==> config.mk <==
export PLATFORM = sky130hd
export DESIGN_NAME = posit_add_sequencer
export DESIGN_NICKNAME = d
export VERILOG_FILES = /design/src/rtl/posit_add_sequencer.sv
export SDC_FILE = /design/constraint.sdc
export NUM_CORES = 1
export LEC_CHECK = 0
export ABC_AREA = 1
export BUFFER_PORTS_ARGS = -buffer_cell sky130_fd_sc_hd__buf_2
export CAP_MARGIN = 0
export CELL_PAD_IN_SITES_DETAIL_PLACEMENT = 2
export CELL_PAD_IN_SITES_GLOBAL_PLACEMENT = 2
export CORE_MARGIN = 2
export CORE_UTILIZATION = 35
export CTS_CLUSTER_SIZE = 12
export DETAILED_ROUTE_END_ITERATION = 16
export HOLD_SLACK_MARGIN = 0.05
export PLACE_DENSITY = 0.92
export SETUP_SLACK_MARGIN = 0.3
export SLEW_MARGIN = 30
export SYNTH_ARGS = -nofsm -noshare
export SYNTH_HDL_FRONTEND = slang
export SYNTH_HIERARCHICAL = 1
export SYNTH_SLANG_ARGS = --single-unit
==> constraint.sdc <==
create_clock -name clk -period 4.65 [get_ports clk]
set_clock_uncertainty 0.05 [all_clocks]
set_input_delay 0.2325 -clock clk [delete_from_list [all_inputs] [get_ports clk]]
set_output_delay 0.2325 -clock clk [all_outputs]
set_load 0.03 [all_outputs]
==> src/rtl/posit_add_sequencer.sv <==
// Posit adder front end: accepts an operand pair, decodes both through one shared
// field extractor on consecutive cycles, then presents a magnitude-ordered bundle.

module posit_data_extraction #(
  parameter int N  = 8,
  parameter int ES = 3,
  parameter int RS = $clog2(N)
) (
  input  logic [N-1:0]    x,
  output logic            sign,
  output logic [RS+ES:0]  scale,
  output logic [N-ES+2:0] mant,
  output logic            inf,
  output logic            zero
);
  logic [N-1:0]    mag;
  logic [N-2:0]    body;
  logic [N-2:0]    shifted;
  logic [RS-1:0]   run;
  logic [RS:0]     shamt;
  logic [RS:0]     regime;
  logic            r0;
  logic            done;

  always_comb begin
    sign  = x[N-1];
    zero  = (x == '0);
    inf   = (x == {1'b1, {(N-1){1'b0}}});
    mag   = x[N-1] ? ((~x) + {{(N-1){1'b0}}, 1'b1}) : x;
    body  = mag[N-2:0];
    r0    = body[N-2];
    run   = RS'(1);
    done  = 1'b0;
    // Regime is the run of bits equal to the first bit after the sign.
    for (int i = N - 3; i >= 0; i--) begin
      if (!done && (body[i] == r0)) begin
        run = run + RS'(1);
      end else begin
        done = 1'b1;
      end
    end
    shamt   = {1'b0, run} + (RS+1)'(1);
    shifted = body << shamt;
    regime  = r0 ? ({1'b0, run} - (RS+1)'(1)) : (-{1'b0, run});
    scale   = {regime, shifted[N-2 -: ES]};
    mant    = {~zero, shifted[N-2-ES:0], 3'b000};
  end
endmodule

module posit_add_sequencer #(
  parameter int N  = 8,
  parameter int ES = 3,
  parameter int RS = $clog2(N)
) (
  input  logic             clk,
  input  logic             rst_n,
  input  logic             in_valid,
  output logic             in_ready,
  input  logic [N-1:0]     a,
  input  logic [N-1:0]     b,
  output logic             out_valid,
  input  logic             out_ready,
  output logic             big_sign,
  output logic             small_sign,
  output logic [RS+ES:0]   big_scale,
  output logic [RS+ES:0]   small_scale,
  output logic [N-ES+2:0]  big_mant,
  output logic [N-ES+2:0]  small_mant,
  output logic [RS+ES+1:0] scale_diff,
  output logic             swapped,
  output logic             out_nar,
  output logic             out_zero_a,
  output logic             out_zero_b,
  output logic [2:0]       state_dbg
);
  // Handshakes: a transfer happens on a rising edge where valid and ready are both 1.
  typedef enum logic [2:0] {IDLE, EXT_A, EXT_B, CMP, HOLD} state_t;
  state_t state;

  logic [N-1:0]    a_q, b_q, ext_in;
  logic            x_sign, x_inf, x_zero;
  logic [RS+ES:0]  x_scale;
  logic [N-ES+2:0] x_mant;

  logic            a_sign, b_sign, a_inf, b_inf, a_zero, b_zero;
  logic [RS+ES:0]  a_scale, b_scale;
  logic [N-ES+2:0] a_mant, b_mant;

  logic             a_ge_b, swap_c;
  logic [RS+ES:0]   big_scale_c, small_scale_c;
  logic [RS+ES+1:0] diff_c;

  assign ext_in    = (state == EXT_B) ? b_q : a_q;
  assign in_ready  = rst_n & (state == IDLE);
  assign state_dbg = state;

  posit_data_extraction #(.N(N), .ES(ES), .RS(RS)) u_ext (
    .x     (ext_in),
    .sign  (x_sign),
    .scale (x_scale),
    .mant  (x_mant),
    .inf   (x_inf),
    .zero  (x_zero)
  );

  // Zero is always the small operand; ties keep a as big.
  always_comb begin
    a_ge_b = ($signed(a_scale) > $signed(b_scale)) ||
             ((a_scale == b_scale) && (a_mant >= b_mant));
    if (a_zero)      swap_c = ~b_zero;
    else if (b_zero) swap_c = 1'b0;
    else             swap_c = ~a_ge_b;
    big_scale_c   = swap_c ? b_scale : a_scale;
    small_scale_c = swap_c ? a_scale : b_scale;
    diff_c = (a_zero && b_zero) ? '0 :
             ({big_scale_c[RS+ES], big_scale_c} - {small_scale_c[RS+ES], small_scale_c});
  end

  always_ff @(posedge clk or negedge rst_n) begin
    if (!rst_n) begin
      state       <= IDLE;
      a_q         <= '0;
      b_q         <= '0;
      a_sign      <= 1'b0;
      b_sign      <= 1'b0;
      a_inf       <= 1'b0;
      b_inf       <= 1'b0;
      a_zero      <= 1'b0;
      b_zero      <= 1'b0;
      a_scale     <= '0;
      b_scale     <= '0;
      a_mant      <= '0;
      b_mant      <= '0;
      out_valid   <= 1'b0;
      big_sign    <= 1'b0;
      small_sign  <= 1'b0;
      big_scale   <= '0;
      small_scale <= '0;
      big_mant    <= '0;
      small_mant  <= '0;
      scale_diff  <= '0;
      swapped     <= 1'b0;
      out_nar     <= 1'b0;
      out_zero_a  <= 1'b0;
      out_zero_b  <= 1'b0;
    end else begin
      case (state)
        IDLE: begin
          if (in_valid) begin
            a_q   <= a;
            b_q   <= b;
            state <= EXT_A;
          end
        end
        EXT_A: begin
          a_sign  <= x_sign;
          a_scale <= x_scale;
          a_mant  <= x_mant;
          a_inf   <= x_inf;
          a_zero  <= x_zero;
          state   <= EXT_B;
        end
        EXT_B: begin
          b_sign  <= x_sign;
          b_scale <= x_scale;
          b_mant  <= x_mant;
          b_inf   <= x_inf;
          b_zero  <= x_zero;
          state   <= CMP;
        end
        CMP: begin
          big_sign    <= swap_c ? b_sign : a_sign;
          small_sign  <= swap_c ? a_sign : b_sign;
          big_scale   <= big_scale_c;
          small_scale <= small_scale_c;
          big_mant    <= swap_c ? b_mant : a_mant;
          small_mant  <= swap_c ? a_mant : b_mant;
          scale_diff  <= diff_c;
          swapped     <= swap_c;
          out_nar     <= a_inf | b_inf;
          out_zero_a  <= a_zero;
          out_zero_b  <= b_zero;
          out_valid   <= 1'b1;
          state       <= HOLD;
        end
        HOLD: begin
          if (out_ready) begin
            out_valid <= 1'b0;
            state     <= IDLE;
          end
        end
        default: state <= IDLE;
      endcase
    end
  end
endmodule

# Word-level counts from Yosys, hierarchy flattened
# Index checks and enable logic that the tools add are counted.
dict set report word_totals {
  reg_bits 94
  latch_bits 0
  ramBits 0
  rom_bits 0
  out_inout_bits 49
  n_memories 0
}
dict set report classes {
  addsub 10
  n_mul 0
  div_mod_pow 0
  n_lt_le_gt_ge 2
  eq_ne 14
  shifts 1
  mux 28
  bitwise 6
  reduce_logical 18
}
# operator n
set op_table {}
lappend op_table {{8-bit 2-to-1 mux} 4}
lappend op_table {{3-bit 2-to-1 mux} 7}
lappend op_table {{7-bit 2-to-1 mux} 3}
lappend op_table {{3-bit by 1-bit adder with 3-bit output, second input constant} 5}
lappend op_table {{3-bit one-hot mux with 5 select lines} 1}
lappend op_table {{1-bit 2-to-1 mux} 10}
lappend op_table {{8-bit == test, second input constant} 1}
lappend op_table {{8-bit >= comparator} 1}
lappend op_table {{8-bit logical NOT} 1}
lappend op_table {{7-bit by 7-bit subtractor with 8-bit output} 1}
lappend op_table {{7-bit by 1-bit adder with 7-bit output, second input constant} 1}
lappend op_table {{7-bit == test} 1}
lappend op_table {{7-bit greater-than comparator} 1}
lappend op_table {{1-bit logical AND} 7}
lappend op_table {{7-bit NOT} 1}
lappend op_table {{7-bit by 4-bit << shifter with 7-bit output} 1}
lappend op_table {{1-bit == test} 6}
lappend op_table {{3-bit by 2-bit == test with 1-bit output, second input constant} 2}
lappend op_table {{2-bit AND reduction} 3}
lappend op_table {{3-bit by 1-bit adder with 4-bit output, second input constant} 1}
lappend op_table {{1-bit logical NOT} 4}
lappend op_table {{4-bit 2-to-1 mux} 1}
lappend op_table {{2-bit inequality test, second input constant} 2}
lappend op_table {{3-bit negation with 4-bit output} 1}
lappend op_table {{11 further kinds} 13}

# Logic depth before layout (Yosys ltp)
# Gate-level depths: netlist (run 1).
dict set report logic_depth {
  depth_word 22
  ltp_mapped 27
  depth_no_buf 27
}

# Cells and area by module
# The synthesis (run 1) kept the hierarchy.
# module instances cells_per_inst area_per_inst_um2 seq_area_each_um2
set by_module_without_submodules {}
lappend by_module_without_submodules {posit_add_sequencer 1 569 4874.7 2502.4}
lappend by_module_without_submodules {posit_data_extraction 1 147 822.0 0.0}

# Worst setup path before layout (run 1)
# No wires, ideal clock.
dict set report synth_path {
  path_type {reg2reg}
  startpoint {register state[2] (netlist: state_dbg[2])}
  endpoint {register a_mant[5]}
  setup_ns 0.083
  arrival_time_ns 3.747
  path_slack_ns 0.771
  stages_incl_launch_ff 28
  synth_period_minus_slack_ns 3.879
  cell_sequence {dfrtp_1 > nor2_1 > nand2_1 > clkbuf_1 > mux2_2 > nor2_1 > nand3_2 > nand2_1 > nand2_2 > nand2_2 > buf_6 > nand2_1 > nand2_2 > nor2_4 > nand2_4 > inv_2 > nand2_1 > inv_1 > a21oi_1 > inv_1 > ha_1 > xor2_2 > inv_2 > nor2_2 > inv_2 > nor2_1 > inv_1 > o21ai_0}
}
dict set report synth_via {
  elab_chain_len 22
  elab_cells_between_ends 39
}
# element line_no
set synth_lines {}
lappend synth_lines {{start: declaration} 78} ;# state_t state;
lappend synth_lines {{start signal: assignment} 121} ;# state <= IDLE;
lappend synth_lines {{start signal: assignment} 152} ;# state <= EXT_A;
lappend synth_lines {{start signal: assignment} 161} ;# state <= EXT_B;
lappend synth_lines {{3-bit by 2-bit == test with 1-bit output *} 93} ;# assign ext_in = (state == EXT_B) ? b_q : a_q;
lappend synth_lines {{8-bit 2-to-1 mux *} 93}
lappend synth_lines {{named net ext_in[4]} 80} ;# logic [N-1:0] a_q, b_q, ext_in;
lappend synth_lines {{7-bit NOT} 29} ;# mag = x[N-1] ? ((~x) + {{(N-1){1'b0}}, 1'b1}) : x;
lappend synth_lines {{7-bit by 1-bit adder with 7-bit output} 29}
lappend synth_lines {{7-bit 2-to-1 mux *} 29}
lappend synth_lines {{branches (longest 16 deep; another with 3-bit by 1-bit adder with 3-bit output)} -}
lappend synth_lines {{7-bit by 4-bit << shifter with 7-bit output *} 43} ;# shifted = body << shamt;
lappend synth_lines {{named net x_mant[5]} 83} ;# logic [N-ES+2:0] x_mant;
lappend synth_lines {{end signal: assignment} 158} ;# a_mant <= x_mant;
lappend synth_lines {{end: declaration} 87} ;# logic [N-ES+2:0] a_mant, b_mant;
# Mark *: on every way through the listed nets, which the timed path passes.
# A chain may end at the register's enable or synchronous reset.

# Final worst setup path (run 1)
dict set report layout_path {
  startpoint {register state[2] (netlist: state_dbg[2])}
  endpoint {register a_scale[1]}
}
dict set report layout_via {
  elab_chain_len 22
  elab_cells_between_ends 39
}
# element line_no
set layout_lines {}
lappend layout_lines {{3-bit by 2-bit == test with 1-bit output *} 93}
lappend layout_lines {{8-bit 2-to-1 mux *} 93}
lappend layout_lines {{named net ext_in[0]} 80}
lappend layout_lines {{7-bit NOT} 29}
lappend layout_lines {{7-bit by 1-bit adder with 7-bit output} 29}
lappend layout_lines {{7-bit 2-to-1 mux *} 29}
lappend layout_lines {{branches (longest 16 deep; another with 3-bit by 1-bit adder with 3-bit output)} -}
lappend layout_lines {{7-bit by 4-bit << shifter with 7-bit output *} 43}
lappend layout_lines {{named net x_scale[1]} 82} ;# logic [RS+ES:0] x_scale;
lappend layout_lines {{end signal: assignment} 157} ;# a_scale <= x_scale;
lappend layout_lines {{end: declaration} 86} ;# logic [RS+ES:0] a_scale, b_scale;
# Marked as above.

==> metrics.md, run 1 <==
| Metric | Value |
|---|---|
| Clock latency on the worst-skew pair | 0.36 ns |
| Startpoint types | flip-flop |
| Clock Tree Buf Depth | 2 |
| Clk sinks | 100 |
| Met3 WL | 478 um |
| Asr flop ratio synth | 100% |
| Synth area leader | dfrtp_1 |
| Fraction of the mapped netlist area in adder cells | 4.17% |
| Critical path required time | 4.82 ns |
| Buffers on Ports | 68 |
| Mean Syn Cell Area | 7.96 um^2 |
| Most frequent cells in the layout | nand2_1, dfrtp_1, o21ai_0, inv_1, buf_2 |
| Routability cong. | 0.877 |
| Crit path max fanout | 11 |
| Die X | 132 um |
| Post-DP HPWL | 12900 um |
| Kind of critical path | reg -> reg |
| Setup violations, final | 0 |
| Critical Path Sink Type | flip-flop |
| Final TNS setup | 0 ns |
| Compound-Gate Fraction of Synth Area | 9.97% |
| Met1 Routed Length | 7790 um |
| WL/cell | 18.3 um |
| Max frequency | 0.241 GHz |
| Layout overhead on the synthesized area | 15.5% |
| EDFF count, synth | 0 |
| Clock tree root buffer cell | clkbuf_16 |
| Synth Register Bits | 100 |
| Max incr delay on CP | 0.45 ns |
| Number of global-route vias before repair | 5797 |
| Layout cell share with drive strength beyond 1 | 22.4% |
| Main combinational cell family by area after synthesis | simple AND/OR/NAND/NOR gates |
| Fillers | 1902 |
| Gr ovfl total | 0 |
| Worst rel slew slack | 46.1% |
| First-pass GRT wire length | 30400 um |
| Actual slew at the worst max-slew pin | 0.808 ns |
| CP delay by family, top | simple AND/OR/NAND/NOR gates |
| Synth area leaders | dfrtp_1, nand2_1, o21ai_0 |
| Post-synth top area share | 43.9% |
| Synthesized area | 5700 um^2 |
| Synth warn | 6 |
| Synth Flop Type | dfrtp_1 |
| Drt total wl | 18400 um |
| Arrival time at the worst endpoint | 4.32 ns |
| Number of buffers created by CTS | 9 |
| Final nets | 820 |
| Initial antenna violation count | 0 |
| # IOs | 69 |
| Critical path buffer and inverter count | 6 |
| Commonest non-fill, non-tap cell in the layout | nand2_1 |
| Initial DRC Count | 252 |
| Status | complete, no violations |
| Netlist cell types | 39 |
| Row cnt | 46 |
| GRT Resource Usage Total | 21.8% |
| Tmin final | 4.15 ns |
| Mux cell area share after synthesis | 4.74% |
| Initial Util | 35.9% |
| # DRC | 0 |
| Synth Instances | 716 |
| Most Frequent Cell on Critical Path | nand2_1 |
| Post-Synth Simple-Gate Area | 27.8% |
| Diodes inserted | 0 |
| Clock-pin slew on the worst setup and hold paths | 0.07 ns |
| Final max-slew violation count | 0 |
| Sequential element share of the synthesized area | 43.9% |
| CTS tree | yes |
| Die area | 17300 um^2 |
| Max Cap Viol | 0 |
| Core footprint | 15900 um^2 |
| Post-route clock period utilization | 89.2% |
| Top layer in use | met4 |
| Pin count of the biggest net entering global routing | 58 |
| RSZ-0062 raised after global routing | false |
| Routed length on met2 | 9720 um |
| Via Count | 5043 |
| Final Hold Viols | 0 |
| Die height | 132 um |
| Via/cell ratio | 5.03 |
| DRT antenna net count | 0 |
| Xor/xnor share of the synthesized area | 1.19% |
| Worst Hold Class | in -> reg |
| Worst path slowest cell | dfrtp_1 |
| Number of H-tree levels | 3 |
| Drt first pass iters | 4 |
-- routing by layer --
layer	up-vias	track usage (%)
li1	2400	-
met1	2534	26.1
met2	85	39.8
met3	24	3.55
met4	0	6.82
met5	-	0
-- metrics by stage --
stage	hold WS [ns]	worst slack (ns)	area (um^2)	instances	util, %
after global placement	0.204	0.513	6200	979	39.0
after CTS	0.0523	0.345	6540	999	41.1
after floorplan	-0.113	0.771	5700	718	-
after global routing	0.0554	0.237	6580	1002	41.4
after detailed placement	0.222	0.137	6200	979	39.0
final	0.0605	0.503	6580	1002	41.4
-- cells by family (layout without fill, tap and decap cells) --
family                     count (synthesis)  in the layout
buffers and inverters                    111            179
AOI/OAI and AO/OA                        104            104
and+or+nand+nor                          351            351
DFF                                      100            100
muxes                                     24             24
adders and majority gates                 19             19
xor gates and xnor gates                   6              6
other                                      1              3
-- cell type report --
cell class / count / area (um^2) / share of cell area [%]
repair buffers: 80 / 445 / 6.77
well taps: 216 / 270 / 4.11
inverters: 83 / 315 / 4.79
clock inverters: 5 / 35.0 / 0.533
clock buffers: 11 / 243 / 3.69
multi-input cells: 507 / 2770 / 42.1
flip-flops and latches: 100 / 2500 / 38.0
-- worst paths after layout --
check                              startpoint       endpoint  slack (ns)  cells past startpoint
worst max-delay path             state_dbg[2]     a_scale[1]        0.50                     26
worst min-delay path                     b[0]         b_q[0]        0.06                      2
worst max register to register   state_dbg[2]     a_scale[1]        0.50                     26
worst min register to register  small_mant[7]  small_mant[7]        0.43                      2
max in group asynchronous               rst_n     b_scale[0]        3.00                      3
min in group asynchronous               rst_n  small_mant[1]        0.37                      2
-- synthesized netlist by cell type, types with 2 or more instances --
| library cell | instances |
|---|---|
| nand2_4 | 5 |
| clkinv_1 | 2 |
| a31oi_1 | 4 |
| nand2_2 | 14 |
| a21oi_1 | 8 |
| nand4_1 | 4 |
| nand3_2 | 3 |
| inv_1 | 71 |
| nand4_4 | 2 |
| nor2_1 | 31 |
| o21ai_2 | 5 |
| nand3_1 | 40 |
| buf_4 | 4 |
| xnor2_1 | 2 |
| ha_1 | 19 |
| mux2_2 | 24 |
| a21oi_2 | 4 |
| dfrtp_1 | 100 |
| inv_2 | 10 |
| clkbuf_1 | 18 |
| xor2_2 | 2 |
| o21ai_0 | 78 |
| buf_6 | 4 |
| o21ai_1 | 3 |
| nor2_2 | 7 |
| nand2_1 | 234 |
| nand3b_1 | 5 |
| xor2_1 | 2 |
-- flip-flops by register name (all words and copies together), names as in the netlist, 3 cells and up --
| name | flops |
|---|---|
| a_mant | 8 |
| a_q | 8 |
| a_scale | 7 |
| b_mant | 8 |
| b_q | 8 |
| b_scale | 7 |
| big_mant | 8 |
| big_scale | 7 |
| scale_diff | 8 |
| small_mant | 8 |
| small_scale | 7 |
| state_dbg | 3 |
-- repair_timing --
| item | in CTS | in global routing |
|---|---|---|
| endpoints found under the setup margin | 14 | 14 |
| hold buffers | 4 | 1 |
| endpoints found under the hold margin | 46 | 1 |
| setup buffers | 0 | 2 |
| resized for setup | 4 | 6 |
| pin swaps | 0 | 1 |
Power of run 1 is not shown: default switching activity piles up to over one toggle a cycle in this logic, so the estimate is an artifact.
==> run 2, diff against run 1 <==
- PLACE_DENSITY: 0.92 -> default
- PLACE_DENSITY_LB_ADDON: default -> 0.1
==> metrics.md, run 2 (synthesis gave the netlist of run 1 again) <==
| Metric | Value |
|---|---|
| Startpoint types | flip-flop |
| Final max-slew violation count | 0 |
| Initial antenna violation count | 0 |
| Buffers on Ports | 68 |
| Layout cell share with drive strength beyond 1 | 22.9% |
| Met2 usage | 35.6% |
| Fillers | 1844 |
| Most Frequent Cell on Critical Path | inv_2 |
| Finished Layout Cells | 1008 |
| CTS tree | yes |
| Post-DP HPWL | 12600 um |
| Routability cong. | 0.832 |
| Final TNS setup | 0 ns |
| RSZ-0062 raised after global routing | false |
| Max Cap Viol | 0 |
| Pin count of the biggest net entering global routing | 61 |
| Final nets | 826 |
| # IOs | 69 |
| Core footprint | 15900 um^2 |
| Die X | 132 um |
| Most frequent cells in the layout | nand2_1, dfrtp_1, o21ai_0, inv_1, buf_2 |
| Number of H-tree levels | 3 |
| Critical Path Sink Type | flip-flop |
| DRT antenna net count | 0 |
| Reg area | 2500 um^2 |
| Initial Util | 35.9% |
| Setup WS post-layout | 0.656 ns |
| Met3 Use GR | 3.67% |
| Die area | 17300 um^2 |
| Critical path required time | 4.86 ns |
| Worst rel slew slack | 48.1% |
| Commonest non-fill, non-tap cell in the layout | nand2_1 |
| Placed Cells | 980 |
| Clock-pin slew on the worst setup and hold paths | 0.08 ns |
| Pre-CTS setup slack | 0.114 ns |
| Kind of critical path | reg -> reg |
| Arrival time at the worst endpoint | 4.20 ns |
| Final Cell Area | 6660 um^2 |
| Setup violations, final | 0 |
| Number of buffers created by CTS | 9 |
| Number of global-route vias before repair | 5556 |
| Worst Hold Class | in -> reg |
| Drt total wl | 16900 um |
| Grt met1 use | 25.8% |
| Clk sinks | 100 |
| Area of the multi-input gates | 2780 um^2 |
| GRT Resource Usage Total | 20.4% |
| Initial DRC Count | 190 |
| Clock Tree Buf Depth | 2 |
| Worst path slowest cell | dfrtp_2 |
| # DRC | 0 |
| Post-route clock period utilization | 85.9% |
| Layout overhead on the synthesized area | 17.0% |
| Global route hottest layer | met2 |
| First-pass GRT wire length | 28500 um |
| Row cnt | 46 |
| Diodes inserted | 0 |
| Via Count | 4991 |
| Die height | 132 um |
| Via/cell ratio | 4.95 |
| Gr ovfl total | 0 |
| Placed instance area | 6210 um^2 |
| Final Hold Viols | 0 |
| Max incr delay on CP | 0.45 ns |
| Max frequency | 0.250 GHz |
| Status | complete, no violations |
| Clock tree root buffer cell | clkbuf_16 |
| Crit path max fanout | 11 |
| Tmin final | 3.99 ns |
| WL/cell | 16.7 um |
| Actual slew at the worst max-slew pin | 0.778 ns |
| Clock latency on the worst-skew pair | 0.36 ns |
| Drt first pass iters | 4 |
## run 2: cell count changes in the layout (fill, tap and decap cells not counted), sizes merged
cell,change
buf,+3
clkinv,-1
clkinvlp,-1
clkbuf,-2
dlygate4sd3,+3
inv,+4
## run 2: final cells by class
| class | instances | share of cell area [%] |
|---|---|---|
| flip-flops and latches | 100 | 37.6 |
| repair buffers | 86 | 7.47 |
| well taps | 216 | 4.06 |
| multi-input cells | 507 | 41.7 |
| inverters | 83 | 4.73 |
| clock buffers | 9 | 3.38 |
| clock inverters | 7 | 1.11 |
## run 2: final timing paths
kind                               start  slack [ns]            end  cells after the start
min reg2reg                small_mant[6]        0.43  small_mant[6]                      2
min                                 b[5]        0.06         b_q[5]                      2
max                         state_dbg[0]        0.66     b_scale[2]                     26
max in group asynchronous          rst_n        2.99   big_scale[4]                      3
min in group asynchronous          rst_n        0.35    big_mant[0]                      2
max reg2reg                 state_dbg[0]        0.66     b_scale[2]                     26
## run 2: what timing repair did
action,4_1_cts,5_1_grt
resized for setup,3,11
endpoints found under the hold margin,47,0
setup endpoints to repair,14,14
pin swaps,0,2
hold buffers,8,0
buffers inserted,0,4
## run 2: per-layer routing
| metal | routed length [um] | up-vias |
|---|---|---|
| li1 | - | 2418 |
| met1 | 7570 | 2477 |
| met2 | 8570 | 72 |
| met5 | 0 | - |
| met4 | 280 | 0 |
| met3 | 453 | 24 |
## run 2: per-stage QoR
step | utilization, % | hold slack (ns)
2_1_floorplan | - | -0.113
3_3_place_gp | 39.1 | 0.194
3_5_place_dp | 39.1 | 0.210
4_1_cts | 41.5 | 0.0514
5_1_grt | 42.0 | 0.0514
6_report | 42.0 | 0.0600
## run 2: worst max-delay path: cells and delay by family, from the launching register on
| family | cells | cell delay, ns |
|---|---|---|
| XOR/XNOR | 1 | 0.25 |
| buffers and inverters | 7 | 0.56 |
| flip-flops | 1 | 0.45 |
| AO/OA/AOI/OAI | 2 | 0.32 |
| AND/OR/NAND/NOR | 13 | 1.51 |
| multiplexers | 1 | 0.35 |
| adder cells (fa/ha/maj) | 2 | 0.43 |
Power of run 2 is left out for the same reason.
